`src/rtl/onehot_dispatch_decoder.sv`:
```
// onehot_dispatch_decoder: takes an encoded winner index over valid/ready,
// drives a registered one-hot request line until the addressed agent acks.
// Optional watchdog: define DISPATCH_TIMEOUT_EN to abort unanswered requests.
// Ports:
//   clk, rst_n            clock, async active-low reset
//   in_valid/in_ready     item handshake (ready only while idle)
//   in_code, in_idle      encoded line index, encoder-reported idle flag
//   ack[N]                per-line acknowledge from agents
//   out_onehot[N]         registered request, at most one bit set
//   busy                  a request is being driven
//   err_code              pulse: accepted code >= N
//   spurious_ack          pulse: ack on an undriven line
//   timeout               pulse: request aborted by watchdog
module onehot_dispatch_decoder #(
  parameter int N          = 8,
  parameter int W          = 3,
  parameter int TMO_CYCLES = 16
) (
  input  logic         clk,
  input  logic         rst_n,
  input  logic         in_valid,
  output logic         in_ready,
  input  logic [W-1:0] in_code,
  input  logic         in_idle,
  input  logic [N-1:0] ack,
  output logic [N-1:0] out_onehot,
  output logic         busy,
  output logic         err_code,
  output logic         spurious_ack,
  output logic         timeout
);

  typedef enum logic {
    IDLE  = 1'b0,
    DRIVE = 1'b1
  } state_t;

  localparam logic [W:0]   NL  = N[W:0];
  localparam logic [N-1:0] ONE = {{(N-1){1'b0}}, 1'b1};

  state_t state;
  logic   xfer;
  logic   code_ok;
  logic   hit;

  // Gated by rst_n so the producer sees not-ready while reset is held.
  assign in_ready = rst_n & (state == IDLE);
  assign busy     = (state == DRIVE);
  assign xfer     = in_valid & in_ready;
  assign code_ok  = ({1'b0, in_code} < NL);
  // out_onehot has exactly the addressed bit set while driving.
  assign hit      = |(ack & out_onehot);

`ifdef DISPATCH_TIMEOUT_EN
  localparam int            CW   = $clog2(TMO_CYCLES + 1);
  localparam logic [CW-1:0] LAST = CW'(TMO_CYCLES - 1);

  logic [CW-1:0] cnt;

  always_ff @(posedge clk or negedge rst_n) begin
    if (!rst_n) begin
      state        <= IDLE;
      out_onehot   <= '0;
      err_code     <= 1'b0;
      spurious_ack <= 1'b0;
      timeout      <= 1'b0;
      cnt          <= '0;
    end else begin
      err_code     <= 1'b0;
      timeout      <= 1'b0;
      spurious_ack <= |(ack & ~out_onehot);
      unique case (1'b1)
        (state == IDLE): begin
          if (xfer && !in_idle) begin
            if (code_ok) begin
              state      <= DRIVE;
              out_onehot <= ONE << in_code;
              cnt        <= '0;
            end else begin
              err_code <= 1'b1;
            end
          end
        end
        (state == DRIVE): begin
          // Ack beats expiry when both land on the same edge.
          if (hit) begin
            state      <= IDLE;
            out_onehot <= '0;
          end else if (cnt == LAST) begin
            state      <= IDLE;
            out_onehot <= '0;
            timeout    <= 1'b1;
          end else begin
            cnt <= cnt + CW'(1);
          end
        end
        default: ;
      endcase
    end
  end
`else
  assign timeout = 1'b0;

  always_ff @(posedge clk or negedge rst_n) begin
    if (!rst_n) begin
      state        <= IDLE;
      out_onehot   <= '0;
      err_code     <= 1'b0;
      spurious_ack <= 1'b0;
    end else begin
      err_code     <= 1'b0;
      spurious_ack <= |(ack & ~out_onehot);
      unique case (1'b1)
        (state == IDLE): begin
          if (xfer && !in_idle) begin
            if (code_ok) begin
              state      <= DRIVE;
              out_onehot <= ONE << in_code;
            end else begin
              err_code <= 1'b1;
            end
          end
        end
        (state == DRIVE): begin
          if (hit) begin
            state      <= IDLE;
            out_onehot <= '0;
          end
        end
        default: ;
      endcase
    end
  end
`endif

endmodule

```
`config.mk`:
```
export PLATFORM = sky130hd
export DESIGN_NAME = onehot_dispatch_decoder
export DESIGN_NICKNAME = d
export VERILOG_FILES = /design/src/rtl/onehot_dispatch_decoder.sv
export SDC_FILE = /design/constraint.sdc
export NUM_CORES = 1
export LEC_CHECK = 0
export ABC_AREA = 1
export CORE_AREA = 2 2 54 56
export CTS_CLUSTER_DIAMETER = 80
export CTS_CLUSTER_SIZE = 30
export DETAILED_ROUTE_END_ITERATION = 7
export DIE_AREA = 0 0 56 58
export PLACE_DENSITY = 0.51
export SLEW_MARGIN = 20
export SYNTH_ARGS = -nofsm -noshare
export SYNTH_HDL_FRONTEND = slang
export SYNTH_SLANG_ARGS = --single-unit
```
`constraint.sdc`:
```
create_clock -name clk -period 1.6 [get_ports clk]
set_clock_uncertainty 0.2 [all_clocks]
set_input_delay 0.32 -clock clk [delete_from_list [all_inputs] [get_ports clk]]
set_output_delay 0.32 -clock clk [all_outputs]
set_load 0.02 [all_outputs]
```
; ---- After elaboration in Yosys (flattened, before gate mapping)
; Index checks and enable logic that the tools add are counted.
[totals]
out_inout_bits = 13
ff_bits = 10
inputBits = 15
[classes]
shift = 1
muxes = 6
n_eq_ne = 2
reduce_logical = 5
n_bitwise = 6
[op_table]
columns = operator, count
row1 = $and A8 B8 Y8, 2
row2 = $mux W8, 2
row3 = $pmux W8 S2, 1
row4 = $reduce_or A8 Y1, 2
row5 = $not A8 Y8, 1
row6 = $shl A1 B3 Y8 const A, 1
row7 = $ne A2 B1 Y1 const B, 2
row8 = $and A1 B1 Y1, 2
row9 = $mux W1, 2
row10 = $pmux W1 S2, 1
row11 = $reduce_and A2 Y1, 1
row12 = $logic_and A1 B1 Y1, 1
row13 = $logic_not A1 Y1, 1
row14 = $not A1 Y1, 1

; ---- Longest topological paths before layout
[depth]
ltp_word = 6
depth_mapped = 8
mapped_depth_nobuf = 8

; ---- Worst setup path before layout
; Ideal clock, no wire load.
[synth_path]
kind = register to register
start = register state (netlist: busy)
end = register out_onehot[3]
path_buffers = 0
stages_incl_launch_ff = 6
arrival_ns = 1.120
path_slack_ns = 0.214
path_cell_list = dfrtp_1 nor2_4 nand3b_4 nand2_4 nand2_1 nand2_1
[synth_via]
elab_chain_cells = 6
[synth_lines]
columns = element, line_no
row1 = "start, declared", 41  ; state_t state;
row2 = "start signal, assigned", 106  ; state <= IDLE;
row3 = "start signal, assigned", 117  ; state <= DRIVE;
row4 = "start signal, assigned", 126  ; state <= IDLE;
row5 = $not A1 Y1, 47  ; assign in_ready = rst_n & (state == IDLE);
row6 = $and A1 B1 Y1, 47
row7 = via in_ready, 22  ; output logic in_ready,
row8 = $and A1 B1 Y1, 49  ; assign xfer = in_valid & in_ready;
row9 = $logic_and A1 B1 Y1, 115  ; if (xfer && !in_idle) begin
row10 = $ne A2 B1 Y1 (no line), -
row11 = $reduce_and A2 Y1 (no line), -
row12 = "end signal, assigned", 118  ; out_onehot <= ONE << in_code;
row13 = "end, declared", 26  ; output logic [N-1:0] out_onehot,
; The timed path passes the listed nets, and every way through them passes these cells.
; A chain may end at the register's enable or synchronous reset.

; ---- Worst setup path in the final report
[layout_path]
start = register out_onehot[1]
end = output port out_onehot[1]
; No word-level cell between the ends.

==> summary.md <==
| Metric | Value |
|---|---|
| Die extent in x | `56 um` |
| Initial Utilization | `0.233` |
| Critical path required time | `1.08 ns` |
| Leakage power | `0.581 nW` |
| Slowest cell on crit path | `dfrtp_1` |
| P_sw | `0.724 mW` |
| Most numerous cell in the Yosys netlist | `nand2_1` |
| Post-layout min period | `1.53 ns` |
| Critical Path Stages | `1` |
| H-tree levels | `1` |
| Antenna Cells | `0` |
| Placed insts | `154` |
| Input/output buffers | `25` |
| Final setup viols | `0` |
| Post-synthesis instance total | `90` |
| Fraction of layout cells with a size suffix above 1 | `0.156` |
| Worst Hold Depth | `2` |
| DR vias/cell | `4.28` |
| FMAX | `0.652 GHz` |
| RSZ-0062 raised after global routing | `false` |
| Delay-heaviest family, CP | `flip-flops` |
| WS Path Type | `reg2out` |
| Worst vdd ir | `0.689 mV` |
| Clk_lat worst skew | `0.26 ns` |
| Die ar. | `3250 um2` |
| Cell internal pwr | `0.883 mW` |
| Wire per inst | `9.97 um` |
| MaxCap Viol Count | `0` |
| Crit end category | `output port` |
| CP Cell Sequence | `dlygate4sd2_1` |
| Max clock buf depth | `2` |
| Post-synth EDFFs | `0` |
| Final Slew Violations | `0` |
| Max FO, Critical Path | `4` |
| Worst endpoint data arrival time | `1.01 ns` |
| Cell row count | `19` |
| 1st-iter DRT viols | `17` |
| Core area | `2660 um2` |
| Final hold vios | `0` |
| Initial antenna violation count | `0` |
| Ys Warns | `0` |
| Post-layout net count | `145` |
| Number of distinct library cells after synthesis | `13` |
| Gpl congestion | `0.805` |
| HP Class | `reg2reg` |
| Die Y-Extent | `58 um` |
| Gate power share | `0.606` |
| Via count of the first global-routing pass | `623` |
| Drt total wl | `1590 um` |
| Crit start category | `flip-flop` |
| Syn Area/Cell | `6.90 um2` |
| First-pass GRT wire length | `2750 um` |
| DRC viols | `0` |
| Main synth FF type | `dfrtp_1` |
| TritonCTS clock tree | `done` |
| Synth top cells by count | `35 x nand2_1, 12 x inv_1, 12 x nor2_1, 10 x dfrtp_1, 8 x nand3_1` |
| Seq/Total Area, Yosys | `0.403` |
| Yosys reg bits | `10` |
| All-layer global routing usage | `0.110` |
| Post-Syn Area | `621 um2` |
| Max incr delay on CP | `0.40 ns` |
| Post-route clock period utilization | `0.959` |
| Yosys top cell by area | `dfrtp_1` |
| Synth area leaders | `dfrtp_1 40%, nand2_1 21%, inv_1 7.3%` |
| Layout area overhead | `60.5%` |
| Clock power frac | `0.107` |
| Top Ports | `28` |
| Hold path startpoint | `out_onehot[7]` |
| Via count | `680` |
| Final cell count without fillers | `159` |
| Worst R2R Path Depth | `9` |
| DPL Wire Length | `1280 um` |
| Sw frac | `0.450` |
| CTS clk-pin slew, worst paths | `0.06 ns` |
| Clock root buffer | `clkbuf_4` |
| Buffers and inverters on the worst path | `1` |
| Async S/R FF share, synth | `1.00` |
| Clock Sinks | `10` |
| Outcome | `completed` |
| Number of buffers created by CTS | `3` |
| Sequential Power Share | `0.287` |
| Reg-to-Reg Start | `out_onehot[0]` |
| Pre-Repair DR Iteration Count | `4` |
| Final TNS setup | `0 ns` |
| Remaining Overflow, GRT | `0` |
| Pwr/cell area | `1610 nW/um2` |
| Post-route ant nets | `0` |
| Pin count of the biggest net entering global routing | `11` |
| Filler Cell Count | `293` |
| Crit path from | `out_onehot[1]` |
| Yosys top cell area share | `0.403` |
[cell usage in the layout (no fill, tap or decap), types with 2 or more instances in the layout]
cell type and n:
inv_1 11, nor2_1 12, dlygate4sd2_1 11, buf_4 10, o22ai_1 4, dfrtp_1 10
conb_1 2, nand3_1 8, clkbuf_4 3, nand2_1 34, clkdlybuf4s50_1 13, nand2_4 2
[worst paths after layout]
path / to / slack, ns
worst max-delay path: out_onehot[1] / 0.07
worst min-delay path: out_onehot[7] / 0.38
worst min register to register: out_onehot[7] / 0.38
max in group asynchronous: out_onehot[7] / 0.58
min in group asynchronous: busy / 0.47
worst max register to register: out_onehot[5] / 0.11
[state kept, by name, summed over array words and instances, names as in the netlist]
name / cells
out_onehot: 8
spurious_ack: 1
busy: 1
[cell families after synthesis]
logic type             Yosys count  share of synthesized area
other                            1                    0.00604
and+or+nand+nor                 60                      0.446
buffers and inverters           14                     0.0968
DFF                             10                      0.403
AOI/OAI and AO/OA                5                     0.0484
[metal layers]
layer,part of all wire,up-vias,GRT usage
met2,0.41,21,0.158
met4,0.017,0,0.0816
li1,-,353,-
met3,0.064,2,0.0179
met1,0.51,304,0.148
met5,0,-,0
[worst reg2reg max path, delay by kind of cell, from the launching register on]
family	cells	cell delay [ns]
buffers and inverters	1	0.15
flip-flops	1	0.38
AND/OR/NAND/NOR	8	0.66
[what timing repair did]
action	4_1_cts	5_1_grt
endpoints found under the setup margin	11	1
hold buffers	1	0
resized for setup	18	1
pin swaps	0	1
gates cloned	0	0
endpoints found under the hold margin	10	0
buffers inserted	0	1
[power groups by stage]
stage	logic, mW	registers (mW)	clock network [mW]
2_1_floorplan	0.359	0.616	0
6_report	0.974	0.461	0.172
3_3_place_gp	1.02	0.469	0
5_1_grt	1.06	0.486	0.189
3_5_place_dp	1.02	0.473	0
4_1_cts	0.946	0.465	0.173
[final cells by class]
| type | instances | area [um2] | area share |
|---|---|---|---|
| repair buffers | 36 | 323 | 0.324 |
| inverters | 12 | 45.0 | 0.0452 |
| multi-input cells | 67 | 317 | 0.318 |
| flip-flops and latches | 10 | 250 | 0.251 |
| well taps | 31 | 38.8 | 0.0389 |
| clock buffers | 3 | 22.5 | 0.0226 |
[through the flow]
step,power (mW),hold slack [ns],util,cell area [um2],setup slack (ns)
2_1_floorplan,0.975,-0.176,-,624,0.214
3_3_place_gp,1.49,0.372,0.363,966,-0.452
3_5_place_dp,1.49,0.370,0.363,966,-0.494
4_1_cts,1.58,0.382,0.370,986,0.0502
5_1_grt,1.73,0.421,0.374,996,0.0103
6_report,1.61,0.375,0.374,996,0.0655
No activity file was read; power rests on OpenSTA's default activity.
==> edit, RTL diff (same flow settings) <==
Add a define of `DISPATCH_TIMEOUT_EN`.
--- a/src/rtl/onehot_dispatch_decoder.sv
+++ b/src/rtl/onehot_dispatch_decoder.sv
@@ -11,6 +11,8 @@
 //   err_code              pulse: accepted code >= N
 //   spurious_ack          pulse: ack on an undriven line
 //   timeout               pulse: request aborted by watchdog
+`define DISPATCH_TIMEOUT_EN
+
 module onehot_dispatch_decoder #(
   parameter int N          = 8,
   parameter int W          = 3,
Check against the original RTL: same outputs for any inputs over 10 cycles, from zero or initial values and one cycle with rst_n low; that may be too few to reach the edited logic, so the function may still have changed.
==> edit against the original RTL <==
- the flow now finishes with violations (negative setup slack)
- worst setup slack got worse by 0.12 ns
- sequential cell count increased by 6
- count of clock-buffer cells in the layout is 1 higher
- synthesized cell count is 44% higher
- design area is 43% higher
- total power up 23%
- wire length is 40% higher
- sequential share of layout area up 3.1 points
- hold slack got worse by 0.061 ns
- utilization is 16 points higher
- synthesized area is 52% higher
- largest power group unchanged
- highest routed layer unchanged
==> edit: results (changes against the original RTL) <==
status: "complete, but fails checks"
violations: "negative setup slack"
setup_ws_ns: -0.05458  # -0.1201 ns
cts_max_path_buffers: 2  # unchanged
grt_antenna_before_repair: 0  # unchanged
grt_pass1_vias: 894  # +43%
place_area_um2: 1324  # +37%
dp_cells: 197  # +28%
yosys.area.top_type: "dfrtp_1"
irDropWorstVdd_mv: 0.7460  # +8.3%
crit_family: "simple AND/OR/NAND/NOR gates"
clockRootBuffer: "clkbuf_4"
viasPerCell: 4.522  # +5.7%
p_leak_nw: 0.7674  # +32%
yosysUniqueCellTypes: 19  # +6
fin_setup_tns_ns: -0.5880  # -0.5880 ns
ys_warn_count: 0  # unchanged
vias: 927  # +36%
dp_slack_ns: -0.4875  # +0.006969 ns
max_stage_delay_ns: 0.40  # about the same
finalSetupViolCount: 14  # +14
yosysSeqAreaShare_pct: 42.33  # +2.0 points
port_buffers: 26  # +4.0%
clk-insertion-delay-late_ns: 0.28  # +0.02 ns
grt_max_degree: 17  # +6
netlist_instances: 130  # +44%
fillCellCount: 301  # +2.7%
synth.area.top_cells: "dfrtp_1 42%, nand2_1 18%, nand3_1 7.9%"
routed_wl_um: 2224  # +40%
drive_above_1_share_pct: 25.29  # +9.7 points
arrival_ns: 1.68  # +0.67 ns
dp_hpwl_um: 1705  # +33%
path_max_fanout: 8  # +4
first_iter_violations: 16  # -1
grt.total_usage_pct: 15.27  # +4.3 points
n_antenna_cell: 0  # unchanged
cts.clk_slew.worst_paths_ns: 0.10  # +0.04 ns
synth_commonest_cells: "46 x nand2_1, 17 x nor2_1, 16 x dfrtp_1, 16 x inv_1, 15 x nand3_1"
nets: 192  # +32%
cts_max_level: 1  # unchanged
place_congestion: 0.7971  # -0.98%
numCtsBuffers: 3  # unchanged
grt_pass1_wl_um: 3926  # +43%
firstDrtPassIters: 5  # +1
worstHoldPathCells: 2  # unchanged
[edit: path summary, 6_finish.rpt]
| check | to | startpoint | slack [ns] |
|---|---|---|---|
| worst max-delay path | out_onehot[1] | cnt[1] | -0.05 |
| worst min-delay path | cnt[3] | cnt[3] | 0.31 |
| worst max register to register | out_onehot[1] | cnt[1] | -0.05 |
| worst min register to register | cnt[3] | cnt[3] | 0.31 |
| max in group asynchronous | busy | rst_n | 0.62 |
| min in group asynchronous | out_onehot[4] | rst_n | 0.37 |
[edit: metal layers]
layer / share of wire (%) / GRT usage, % / wire (µm)
met1: 51 / 22.14 / 1135
met2: 43 / 23.03 / 957
met5: 0 / 0 / 0
met4: 0.76 / 5.102 / 17
met3: 5.1 / 2.902 / 114
[edit: logic make-up after synthesis]
| logic type | share of synthesized area [%] |
|---|---|
| flip-flops | 42.33 |
| other | 0.3964 |
| adder cells (fa/ha/maj) | 2.645 |
| buffers and inverters | 8.334 |
| AO/OA/AOI/OAI | 3.702 |
| AND/OR/NAND/NOR | 42.59 |
[edit: final cells by class]
cell class	instances	area, µm²	area share, %
Clock buffer	4	36.28	2.553
Inverter	16	62.56	4.401
Multi-Input combinational cell	97	516.7	36.36
Sequential cell	16	401.6	28.26
Tap cell	31	38.79	2.729
Timing Repair Buffer	41	365.4	25.70
[edit: tightest hold or removal path: stages (launching register included)]
cell and delay (ns):
dfrtp_1 0.35, nand3_1 0.07, nand2_1 0.06
[edit: power breakdown]
group / total (mW) / internal (mW) / switching, mW
sequential: 0.632 / 0.517 / 0.115
clock: 0.268 / 0.138 / 0.129
combinational: 1.07 / 0.457 / 0.613
[edit: what timing repair did]
action	CTS	global route
gates cloned	1	0
buffers inserted	0	2
pin swaps	4	3
setup endpoints to repair	26	21
gates resized for setup	23	17
endpoints found under the hold margin	0	16
hold buffers	0	1
